## config.mk

```make
export PLATFORM = sky130hd
export DESIGN_NAME = traffic_signal
export DESIGN_NICKNAME = d
export VERILOG_FILES = /design/src/rtl/traffic_signal.sv
export SDC_FILE = /design/constraint.sdc
export NUM_CORES = 1
export LEC_CHECK = 0
export CORE_AREA = 2 2 39 41
export CTS_BUF_LIST = sky130_fd_sc_hd__clkbuf_2
export CTS_CLUSTER_DIAMETER = 30
export DETAILED_ROUTE_END_ITERATION = 7
export DIE_AREA = 0 0 41 43
export GPL_ROUTABILITY_DRIVEN = 0
export PLACE_DENSITY = 0.5
export SETUP_SLACK_MARGIN = 0.4
export SKIP_LAST_GASP = 1
export SLEW_MARGIN = 30
export SYNTH_ARGS = -nofsm -noshare
export SYNTH_HDL_FRONTEND = slang
export SYNTH_SLANG_ARGS = --single-unit
```

## constraint.sdc

```tcl
create_clock -name Clock -period 1.6 [get_ports Clock]
set_clock_uncertainty 0.15 [all_clocks]
set_input_delay 0.24 -clock Clock [delete_from_list [all_inputs] [get_ports Clock]]
set_output_delay 0.24 -clock Clock [all_outputs]
set_load 0.03 [all_outputs]
```

## src/rtl/traffic_signal.sv

```systemverilog
// traffic_signal: two-road (East-West / North-South) traffic light controller.
// A free-running 4-bit step counter Q sequences a 16-step cycle. Steps 0..7
// serve East-West and steps 8..15 serve North-South. The lamps are a Moore
// decode of Q. When Switch is low the controller completes the current cycle
// and then parks at step 0, which shows EW green and NS red.
//
// Optional feature: define ALL_RED_EN to turn steps 7 and 15 into all-red
// clearance steps. This shortens each yellow phase by one step and limits
// GREEN_STEPS to 1..6. When the macro is undefined, the yellow phase runs to
// the end of each half-cycle.
//
// The counter Q is the only state in the block. It is also exported so it can
// be shown on a display or used for debug.
module traffic_signal #(
    parameter int          GREEN_STEPS = 6,     // green steps per direction, 1..7 (1..6 with ALL_RED_EN)
    parameter logic [3:0]  SET_VALUE   = 4'hF   // value loaded into Q by Setn
) (
    input  logic       Clock,
    input  logic       Resetn,
    input  logic       Setn,
    input  logic       Switch,
    output logic [3:0] Q,
    output logic       EW_G,
    output logic       EW_Y,
    output logic       EW_R,
    output logic       NS_G,
    output logic       NS_Y,
    output logic       NS_R
);

    // Green length as a 4-bit constant, for comparison against the step within a half-cycle.
    localparam logic [3:0] GREEN_LEN = 4'(GREEN_STEPS);

    // Step within the current half-cycle (0..7). Q[3] selects which road is served.
    logic [3:0] half_step;
    logic       in_green;
    logic       in_clear;

    assign half_step = {1'b0, Q[2:0]};
    assign in_green  = (half_step < GREEN_LEN);

`ifdef ALL_RED_EN
    // The last step of each half-cycle shows red on both roads.
    assign in_clear  = (Q[2:0] == 3'd7);
`else
    assign in_clear  = 1'b0;
`endif

    // Step counter. Priority is reset, then preset, then counting.
    // With Switch low, the counter keeps draining until it wraps to 0 and then holds there.
    always_ff @(posedge Clock) begin
        if (!Resetn) begin
            Q <= 4'd0;
        end else if (!Setn) begin
            Q <= SET_VALUE;
        end else if (Switch || (Q != 4'd0)) begin
            Q <= Q + 4'd1;
        end
    end

    // Lamp decode. The road being served shows green and then yellow (or clearance red).
    // The other road stays red for the whole half-cycle.
    always_comb begin
        EW_G = 1'b0;
        EW_Y = 1'b0;
        EW_R = 1'b0;
        NS_G = 1'b0;
        NS_Y = 1'b0;
        NS_R = 1'b0;
        if (!Q[3]) begin
            NS_R = 1'b1;
            if (in_green) begin
                EW_G = 1'b1;
            end else if (in_clear) begin
                EW_R = 1'b1;
            end else begin
                EW_Y = 1'b1;
            end
        end else begin
            EW_R = 1'b1;
            if (in_green) begin
                NS_G = 1'b1;
            end else if (in_clear) begin
                NS_R = 1'b1;
            end else begin
                NS_Y = 1'b1;
            end
        end
    end

endmodule

```

======== Word-level counts from Yosys, hierarchy flattened ========
Cells that the tools add are included.
W data, S select, Z words.
operators by class
  $add $sub $neg .......................... 1
  reduce and logical (&&, ||, !) cells .... 2
  mux-type cells .......................... 10
  equal/unequal tests ..................... 1
  $lt $le $gt $ge ......................... 1
operators by type and width
  cell                   count
  $mux W1                8
  $mux W4                2
  $add A4 B1 Y4 const B  1
  $reduce_bool A4 Y1     1
  $lt A3 B3 Y1 const B   1
  $ne A2 B1 Y1 const B   1
  $logic_or A1 B1 Y1     1
storage, ports and cells
  bits of input ports ..................... 4
  output and inout bits ................... 10
  bits in registers ....................... 4
  word-level logic and storage cells ...... 16

======== Logic depth before layout (Yosys ltp) ========
Gate-level depths: netlist of run 1.
  word-level depth ........................ 4
  gate-level depth with buffers ........... 5

======== Worst setup path after synthesis of run 1 ========
No wires, ideal clock.
  kind .................................... flip-flop to output port
  start point ............................. register Q[3]
  end point ............................... output NS_Y
  data required time ...................... 1.210 ns
  arrival time ............................ 1.612 ns
  path slack .............................. -0.402 ns
  cell stages (with the launch flop) ...... 3
  cells stage by stage .................... dfxtp_1 inv_1 nor3_1
on the way
  word-level cells in the longest chain between the ends .. 1
RTL lines
  what                    line  text
  from (decl)             22    output logic [3:0] Q,
  from (signal assigned)  57    Q <= Q + 4'd1;
  $mux W1                 70    if (!Q[3]) begin
  to (decl)               27    output logic NS_Y,
Every way passes these cells.

======== Worst setup path after layout of run 1 ========
  start point ............................. register Q[1]
  end point ............................... output NS_Y
on the way
  word-level cells in the longest chain between the ends .. 3
RTL lines
  what          line  text
  $lt A3 B3 Y1  40    assign in_green = (half_step < GREEN_LEN);
  $mux W1       81    if (in_green) begin
  $mux W1       70
Every way passes these cells.

==> results.json, run 1 <==
{
  "crit-reg2reg-capture": "Q[1]",
  "synth_area_per_cell_um2": 9.48,
  "initial_core_util_pct": 17.8,
  "grt_pass1_wl_mm": 1.22,
  "ctsHtreeMaxLevel": 1,
  "stdcell_count": 72,
  "post-route-worst-setup-slack_ns": 0.101,
  "grt_pass1_vias": 293,
  "drc_errors": 0,
  "cellLeakagePower_nw": 0.272,
  "hold_slack_ns": 0.499,
  "netlist_area_um2": 246,
  "cp.required_ns": 1.21,
  "power_per_cell_area_mw_per_mm2": 755,
  "placement_rows": 14,
  "io_buffer_count": 13,
  "cp_max_fo": 3,
  "tightest_slew_ns": 0.295,
  "fin_setup_tns_ns": 0,
  "worst_hold_path_type": "in -> reg",
  "layout.cells.most_common": "sky130_fd_sc_hd__buf_6",
  "timing.max_slew.rel_slack_pct": 80.2,
  "grt.total_usage_pct": 10.6,
  "antenna_cells_inserted": 0,
  "grt_remaining_overflow": 0,
  "status": "completed",
  "final_max_tran_viols": 0,
  "worst-setup-path-type": "reg -> out",
  "timing.hold.worst_endpoint": "Q[2]",
  "cts_num_sinks": 4,
  "syn-num-nets": 32,
  "fin_crit_ns": 1.50,
  "synth_seq_cells": 4,
  "synthTopCellsByArea": "sky130_fd_sc_hd__dfxtp_1, sky130_fd_sc_hd__ha_1, sky130_fd_sc_hd__nor4b_4",
  "proportion_of_netlist_area_held_by_the_largest_area_contributor_pct": 32.5,
  "path_common_cell": "sky130_fd_sc_hd__buf_6",
  "max_freq_ghz": 0.667,
  "r2r-start": "Q[1]",
  "grt_max_degree": 6,
  "setup_repair_after_global_routing_missed_its_margin": "true",
  "max_flop_register": "Q",
  "post_drt_wl_per_cell_um": 11.2,
  "power_frac_clock_pct": 24.0,
  "dieWidth_um": 41,
  "p_comb_share_pct": 49.6,
  "layout-area-overhead-vs-synth_pct": 148,
  "netlist_instances": 26,
  "worstRegToRegCells": 6,
  "clock_tree_from_tritoncts": "built",
  "clk-insertion-delay-late_ns": 0.21,
  "drv_cap": 0,
  "maximum_root_to_sink_buffer_count": 2,
  "cp_data_arrival_time_ns": 1.11,
  "crit_chain": "buf_6 > inv_6 > buf_6 > nor3_4 > buf_6",
  "slowest_delay_ns": 0.35,
  "grt_antenna_before_repair": 0,
  "final_nets": 63,
  "pwr-share-seq_pct": 26.4,
  "number_of_flip_flops_in_the_largest_register": 4,
  "minimum_setup_slack_among_reg_to_reg_paths_ns": 0.15,
  "met2_wirelength_um": 455,
  "fin_crit_share_pct": 93.7,
  "firstDrtPassIters": 2,
  "ioPinCount": 14,
  "met1Wirelength_um": 279,
  "start_kind": "flip-flop",
  "setup_violations": 0,
  "switching_power_mw": 0.170,
  "ant_nets": 0,
  "dpl.cell_count": 58,
  "route.vias.total": 293,
  "worst_voltage_drop_across_the_vdd_grid_mv": 0.246,
  "cts_buffers": 3,
  "vias_per_cell": 4.07,
  "area_of_the_core_mm2": 0.00138,
  "die_y_um": 43,
  "place_worst_setup_slack_ns": 0.0325,
  "reg.largest.list": "Q: 4 flops",
  "synthDominantAreaCellType": "sky130_fd_sc_hd__dfxtp_1",
  "hold_depth": 2,
  "final_cell_mix": "sky130_fd_sc_hd__buf_6, sky130_fd_sc_hd__buf_4, sky130_fd_sc_hd__clkbuf_2",
  "detail_route.wirelength_um": 807,
  "number_of_warnings_issued_by_yosys": 0,
  "cell_internal_pwr_mw": 0.291,
  "ctsRootBufferMaster": "sky130_fd_sc_hd__clkbuf_2",
  "hold_path.startpoint": "Resetn",
  "cpLargestDelayFamily": "buffers and inverters",
  "hold_viol": 0,
  "route.met3.wl_um": 72,
  "synthDistinctLibCells": 15,
  "initialDrtViolationCount": 2,
  "final_core_util_pct": 44.1,
  "drive_above_1_share_pct": 73.2,
  "netSwitchingFraction_pct": 36.8,
  "slowest_stage": "sky130_fd_sc_hd__dfxtp_4",
  "worstPathBufferInverterCount": 4,
  "clock_transition_time_at_the_flip_flop_clock_pins_of_the_worst_setup_and_hold_paths_ns": 0.05,
  "die_area_mm2": 0.00176,
  "worst_setup_path_end_kind": "output pin",
  "highest-signal-layer": "met3",
  "seq_area_frac_synth_pct": 32.5
}
==> power by group through the flow <==
| stage | combinational [mW] | clock, mW | sequential (mW) |
|---|---|---|---|
| global route | 0.246 | 0.126 | 0.124 |
| global placement | 0.172 | 0 | 0.131 |
| floorplan | 0.0812 | 0 | 0.153 |
| finish | 0.229 | 0.111 | 0.122 |
| CTS | 0.194 | 0.118 | 0.124 |
| detailed placement | 0.174 | 0 | 0.131 |
==> layer usage <==
layer | up-vias | track usage [%]
met5 | - | 0
met4 | 0 | 6.00
met3 | 0 | 3.66
met2 | 12 | 18.1
met1 | 132 | 10.0
li1 | 149 | -
==> through the flow <==
| stage | power [mW] | cell area (µm²) |
|---|---|---|
| CTS | 0.436 | 544 |
| global route | 0.496 | 611 |
| floorplan | 0.234 | 317 |
| finish | 0.461 | 611 |
| global placement | 0.303 | 482 |
| detailed placement | 0.305 | 482 |
==> how the worst max path moves through the flow <==
stage,endpoint,cells after the start,start,slack (ns)
6_report,NS_Y,5,Q[1],0.10
5_1_grt,NS_Y,5,Q[1],0.02
4_1_cts,NS_Y,4,Q[3],0.06
3_5_place_dp,EW_G,2,Q[1],0.03
3_3_place_gp,Q[1],4,Switch,0.02
2_1_floorplan,NS_Y,2,Q[3],0.14
==> repair_timing <==
action / 4_1_cts / 5_1_grt
buffers inserted: 5 / 5
pin swaps: 4 / 6
endpoints found under the hold margin: 0 / 0
resized for setup: 31 / 20
setup endpoints to repair: 13 / 12
hold buffers: 0 / 0
==> synth_stat cells <==
library cell and number:
sky130_fd_sc_hd__a21boi_0 1, sky130_fd_sc_hd__a21boi_1 2, sky130_fd_sc_hd__a21oi_1 2, sky130_fd_sc_hd__buf_4 1
sky130_fd_sc_hd__dfxtp_1 4, sky130_fd_sc_hd__ha_1 2, sky130_fd_sc_hd__inv_1 4, sky130_fd_sc_hd__mux2i_1 1
sky130_fd_sc_hd__nand3_1 1, sky130_fd_sc_hd__nor3_1 2, sky130_fd_sc_hd__nor3b_1 1, sky130_fd_sc_hd__nor4b_4 1
sky130_fd_sc_hd__o21a_1 1, sky130_fd_sc_hd__o21ai_0 1, sky130_fd_sc_hd__xnor2_1 2
==> worst register-to-register path: stages (launching register included) <==
cell	delay [ns]
sky130_fd_sc_hd__dfxtp_4	0.34
sky130_fd_sc_hd__buf_6	0.12
sky130_fd_sc_hd__inv_6	0.05
sky130_fd_sc_hd__ha_4	0.11
sky130_fd_sc_hd__nor4b_4	0.26
sky130_fd_sc_hd__mux2i_1	0.23
sky130_fd_sc_hd__a21boi_1	0.08
==> kinds of logic (layout without fill, tap and decap cells) <==
logic type / Yosys count / after routing / share of synthesized area (%)
compound gates: 7 / 7 / 18.3
fa+ha+maj: 2 / 2 / 10.2
mux: 1 / 1 / 4.06
xor+xnor: 2 / 2 / 7.11
buf+inv: 5 / 35 / 9.14
flops: 4 / 4 / 32.5
simple gates: 5 / 5 / 18.8
==> cell type report <==
type	count	area (µm²)
clock buffers	4	20.0
fillers	137	773
inverters	4	28.8
multi-input cells	17	198
flip-flops and latches	4	92.6
well taps	16	20.0
repair buffers	27	251
No activity file was read; power rests on OpenSTA's default activity.
==> inputs of run 2 (changes only) <==
--- a/config.mk
+++ b/config.mk
@@ -5,6 +5,7 @@
 export SDC_FILE = /design/constraint.sdc
 export NUM_CORES = 1
 export LEC_CHECK = 0
+export CAP_MARGIN = 20
 export CORE_AREA = 2 2 39 41
 export CTS_BUF_LIST = sky130_fd_sc_hd__clkbuf_2
 export CTS_CLUSTER_DIAMETER = 30
==> results of run 2 <==
No change in the layout: final DEF, timing and power equal those of run 1.
==> edit 1 (settings of run 2) <==
Change the parameter `GREEN_STEPS` from 6 to 4. Comments in the files are not updated.
--- a/src/rtl/traffic_signal.sv
+++ b/src/rtl/traffic_signal.sv
@@ -13,5 +13,5 @@
 // be shown on a display or used for debug.
 module traffic_signal #(
-    parameter int          GREEN_STEPS = 6,     // green steps per direction, 1..7 (1..6 with ALL_RED_EN)
+    parameter int          GREEN_STEPS = 4,     // green steps per direction, 1..7 (1..6 with ALL_RED_EN)
     parameter logic [3:0]  SET_VALUE   = 4'hF   // value loaded into Q by Setn
 ) (
Function: changed (Yosys sat finds a counterexample within 10 cycles, from zero or initial values and one cycle with Resetn low).
==> edit 1 against run 2 <==
  * Total power is 7.3% lower
  * Setup slack improved by 66 ps
  * Sequential power is 3% higher
  * Critical path depth fell by 1
  * Combinational power decreased by 19%
  * Sequential cell count unchanged
  * First-iteration DRC count rose to 3.5 times the old value
  * Register-to-register slack better by 20 ps
  * Maximum frequency grew 4.6%
  * Area after synthesis is 2.0% lower
  * Final area down 14%
  * Wire length is 3.7% lower
  * Utilization shrank 6.2 points
  * Die area did not move
  * Critical path type is now reg -> reg
  * Highest routed layer unchanged
==> edit 1: results (changes against run 2) <==
Status
  – Status: complete, no violations

Yosys
  – Post-synth EDFFs: 0 (unchanged)
  – Post-Syn Nets: 32 (unchanged)
  – Synth area leaders: dfxtp_1, ha_1, nor4b_4
  – Ys Warns: 0 (unchanged)
  – Synth Flop Type: dfxtp_1
  – Asr flop ratio synth: 0% (unchanged)
  – Post-synth top cells: dfxtp_1, inv_1, nor2_1
  – Yosys cell types: 14 (-1)
  – Sequential share of the synthesized area: 33.16% (+0.67 points)

Clock tree
  – # hold bufs at CTS: 0 (unchanged)
  – CTS H-Tree Depth: 1 (unchanged)
  – CTS clk-pin slew, worst paths: 60 ps
  – TritonCTS buffer count: 3 (unchanged)
  – Worst skew pair latency: roughly 220 ps
  – Root cell of the clock tree: clkbuf_2
  – Clock tree buffer depth: 2 (unchanged)

Global route
  – Met3 global-route usage: 4.712% (+1.0 points)
  – GR Util met1: 10.93% (+0.90 points)
  – Pin count of the biggest net entering global routing: 7 (+1)
  – Initial antenna violation count: 0 (unchanged)
  – Met2 Use GR: 14.06% (-4.1 points)
  – First-pass GRT wire length: 1.110 mm (-9.1%)
  – GRT Overall Usage: 10.04% (-0.52 points)
  – Vias in the first global route: 262 (-11%)

Power and ir drop
  – P_leak: 0.2295 nW (-16%)
  – Peak supply drop: 0.2926 mV (+19%)
  – Net switching power: 0.0001638 W (-3.6%)

Setup path
  – Worst Path Max Fanout: 6 (+3)
  – Crit path DAT: 1390 ps (+280 ps)

Finish
  – Largest regs: Q (4)
  – Fin nets: 56 (-11%)
  – Layout cells sized above 1: 71.43% (-1.8 points)
  – N_diodes: 0 (unchanged)

Placed design
  – Worst slack, placed: 3.576 ps (-28.91 ps)
  – Post-DP HPWL: slightly above 500 um
  – # port buffers: 13 (unchanged)

Min path
  – Type of the worst min-delay path: reg -> reg

STA
  – Worst slew margin: 78.48% (-1.8 points)

Detailed routing
  – First DRT Iteration DRCs: 7 (+5)
  – Final WL: 777 um (-3.7%)
  – Via density: 4.000 (-1.7%)
  – Initial DRT Pass Iterations: 2 (unchanged)
edit 1: critical path: stages (launching register included):
cell	delay, ps
dfxtp_4	370
buf_4	140
nor4b_4	350
mux2i_1	230
a21boi_1	80
edit 1: worst paths after layout:
check | slack (ps) | to | from | depth (start not counted)
worst max-delay path | 170 | Q[1]$_SDFFE_PN0P_ | Q[3]$_SDFFE_PN0P_ | 4
worst min-delay path | 450 | Q[1]$_SDFFE_PN0P_ | Q[1]$_SDFFE_PN0P_ | 2
worst max register to register | 170 | Q[1]$_SDFFE_PN0P_ | Q[3]$_SDFFE_PN0P_ | 4
worst min register to register | 450 | Q[1]$_SDFFE_PN0P_ | Q[1]$_SDFFE_PN0P_ | 2
edit 1: through the flow:
step / cells / power (W) / instance area (um2)
floorplan: 26 / 0.0002229 / 290.3
global placement: 56 / 0.0002839 / 440.4
detailed placement: 56 / 0.0002871 / 440.4
CTS: 64 / 0.0004214 / 499.2
global route: 65 / 0.0004522 / 524.3
finish: 65 / 0.0004277 / 524.3
edit 1: repair_timing:
action	in CTS	in global routing
endpoints found under the setup margin	13	13
buffers inserted	4	1
pin swaps	2	3
endpoints found under the hold margin	0	0
resized for setup	34	12
edit 1: cell type report:
type	count	area (um2)
Multi-Input combinational cell	17	186.4
Timing Repair Buffer	20	183.9
Sequential cell	4	92.59
Tap cell	16	20.02
Fill cell	146	859.6
Inverter	4	21.27
Clock buffer	4	20.02
edit 1: logic make-up (layout without fill, tap and decap cells):
logic type / after synthesis / count (layout) / share of synthesized area [%]
compound gates: 5 / 5 / 14.51
simple gates: 7 / 7 / 21.24
mux: 1 / 1 / 4.145
flops: 4 / 4 / 33.16
xor+xnor: 2 / 2 / 7.255
buf+inv: 5 / 28 / 9.326
fa+ha+maj: 2 / 2 / 10.36
edit 1: per-layer routing:
metal	routed length (um)	vias up	share of wire, %
li1	-	132	-
met1	299	123	38
met2	443	5	57
met3	34	0	4.4
met4	0	0	0
met5	0	-	0
edit 1: power groups by stage:
stage / combinational [W] / sequential, W / clock [W]
after floorplan: 0.0000756 / 0.000147 / 0
after global placement: 0.000157 / 0.000127 / 0
after detailed placement: 0.000159 / 0.000128 / 0
after CTS: 0.000174 / 0.000124 / 0.000124
after global routing: 0.000195 / 0.000127 / 0.000130
final: 0.000185 / 0.000126 / 0.000118
==> edit 2 (flow settings as in run 2) <==
Without the edit above. Add an input register stage for `Setn` and `Switch`, cleared by the reset; this delays them by one clock. Comments in the files are not updated.
--- a/src/rtl/traffic_signal.sv
+++ b/src/rtl/traffic_signal.sv
@@ -32,4 +32,17 @@
     localparam logic [3:0] GREEN_LEN = 4'(GREEN_STEPS);
 
+    logic Setn_q;
+    logic Switch_q;
+
+    always_ff @(posedge Clock) begin
+        if (!Resetn) begin
+            Setn_q   <= '0;
+            Switch_q <= '0;
+        end else begin
+            Setn_q   <= Setn;
+            Switch_q <= Switch;
+        end
+    end
+
     // Step within the current half-cycle (0..7). Q[3] selects which road is served.
     logic [3:0] half_step;
@@ -52,7 +65,7 @@
         if (!Resetn) begin
             Q <= 4'd0;
-        end else if (!Setn) begin
+        end else if (!Setn_q) begin
             Q <= SET_VALUE;
-        end else if (Switch || (Q != 4'd0)) begin
+        end else if (Switch_q || (Q != 4'd0)) begin
             Q <= Q + 4'd1;
         end
Behaviour: not the same (Yosys sat finds a counterexample within 4 cycles, from zero or initial values and one cycle with Resetn low).
==> edit 2 against run 2 <==
  * Global-route usage increased by 2.2 points
  * Final area is 6.1% higher
  * Sequential cell count rose by 2
  * Setup slack gained 3.5 ps
  * Wire length is 8.9% higher
  * Total power increased by 5.1%
  * Die area did not move
  * Area after synthesis is 21% higher
  * Critical endpoint unchanged
  * Largest cell class is now multi-input combinational cells
==> edit 2: results (changes against run 2) <==
Global route
  – Met2 Use GR: 20.94% (+2.8 points)
  – First-pass GRT wire length: 1.414 mm (+16%)

Finish
  – Synth-to-layout area growth: 116.7%
  – Layout cells sized above 1: 67.86% (-5.4 points)
  – Largest regs: Q (4), Setn_q (1), Switch_q (1)

Min path
  – Type of the worst min-delay path: reg -> reg
  – Worst hold path endpoint: Q[3]$_SDFFE_PN0P_
  – Worst hold stages: 1 (-1)

Detailed routing
  – Via density: 4.389 (+7.8%)
  – DR WL/cell: 12.21 um (+8.9%)
  – Metal-1 WL: 293 um (+5.0%)

Placed design
  – Worst slack, placed: 44.60 ps (+12.12 ps)
  – Placed Area: 534.3 um2 (+11%)
  – DP Cell Count: 62 (+6.9%)

Status
  – Status: complete, no violations

Power and ir drop
  – P_leak: 0.2797 nW (+2.8%)
  – Net switching power: 0.0001675 W (-1.4%)

Setup path
  – R2R cell count: 5 (-1)
  – CP top delay family: flip-flops
  – Worst R2R End: Q[0]$_SDFFE_PN0P_
  – Worst Path Max Fanout: 6 (+3)
  – Flop-to-flop setup slack: 170 ps (+20 ps)
  – Worst R2R Start: Q[3]$_SDFFE_PN0P_

Yosys
  – Synth area leaders: dfxtp_1, ha_1, nor4b_4
  – Yosys cell types: 16 (+1)

Clock tree
  – CTS clk-pin slew, worst paths: 70 ps (+20 ps)

STA
  – Slew @ Worst Pin: 299.6 ps (+4.328 ps)
-- edit 2: final cells by class --
| type | count | area share (%) |
|---|---|---|
| clock buffer | 4 | 3.089 |
| sequential | 6 | 20.46 |
| multi-input combinational | 19 | 35.14 |
| inverter | 4 | 4.440 |
| tap | 16 | 3.089 |
| timing repair buffer | 23 | 33.78 |
-- edit 2: what timing repair did --
action | 4_1_cts | 5_1_grt
setup buffers | 5 | 1
pin swaps | 3 | 5
gates resized for setup | 30 | 12
endpoints found under the setup margin | 13 | 14
-- edit 2: kinds of logic (layout without fill, tap and decap cells) --
kind of cell / Yosys count / count (layout) / synth area share [%]
mux: 1 / 1 / 3.347
buf+inv: 5 / 31 / 7.531
compound gates: 7 / 7 / 15.06
simple gates: 7 / 7 / 19.66
fa+ha+maj: 2 / 2 / 8.367
flops: 6 / 6 / 40.17
xor+xnor: 2 / 2 / 5.859
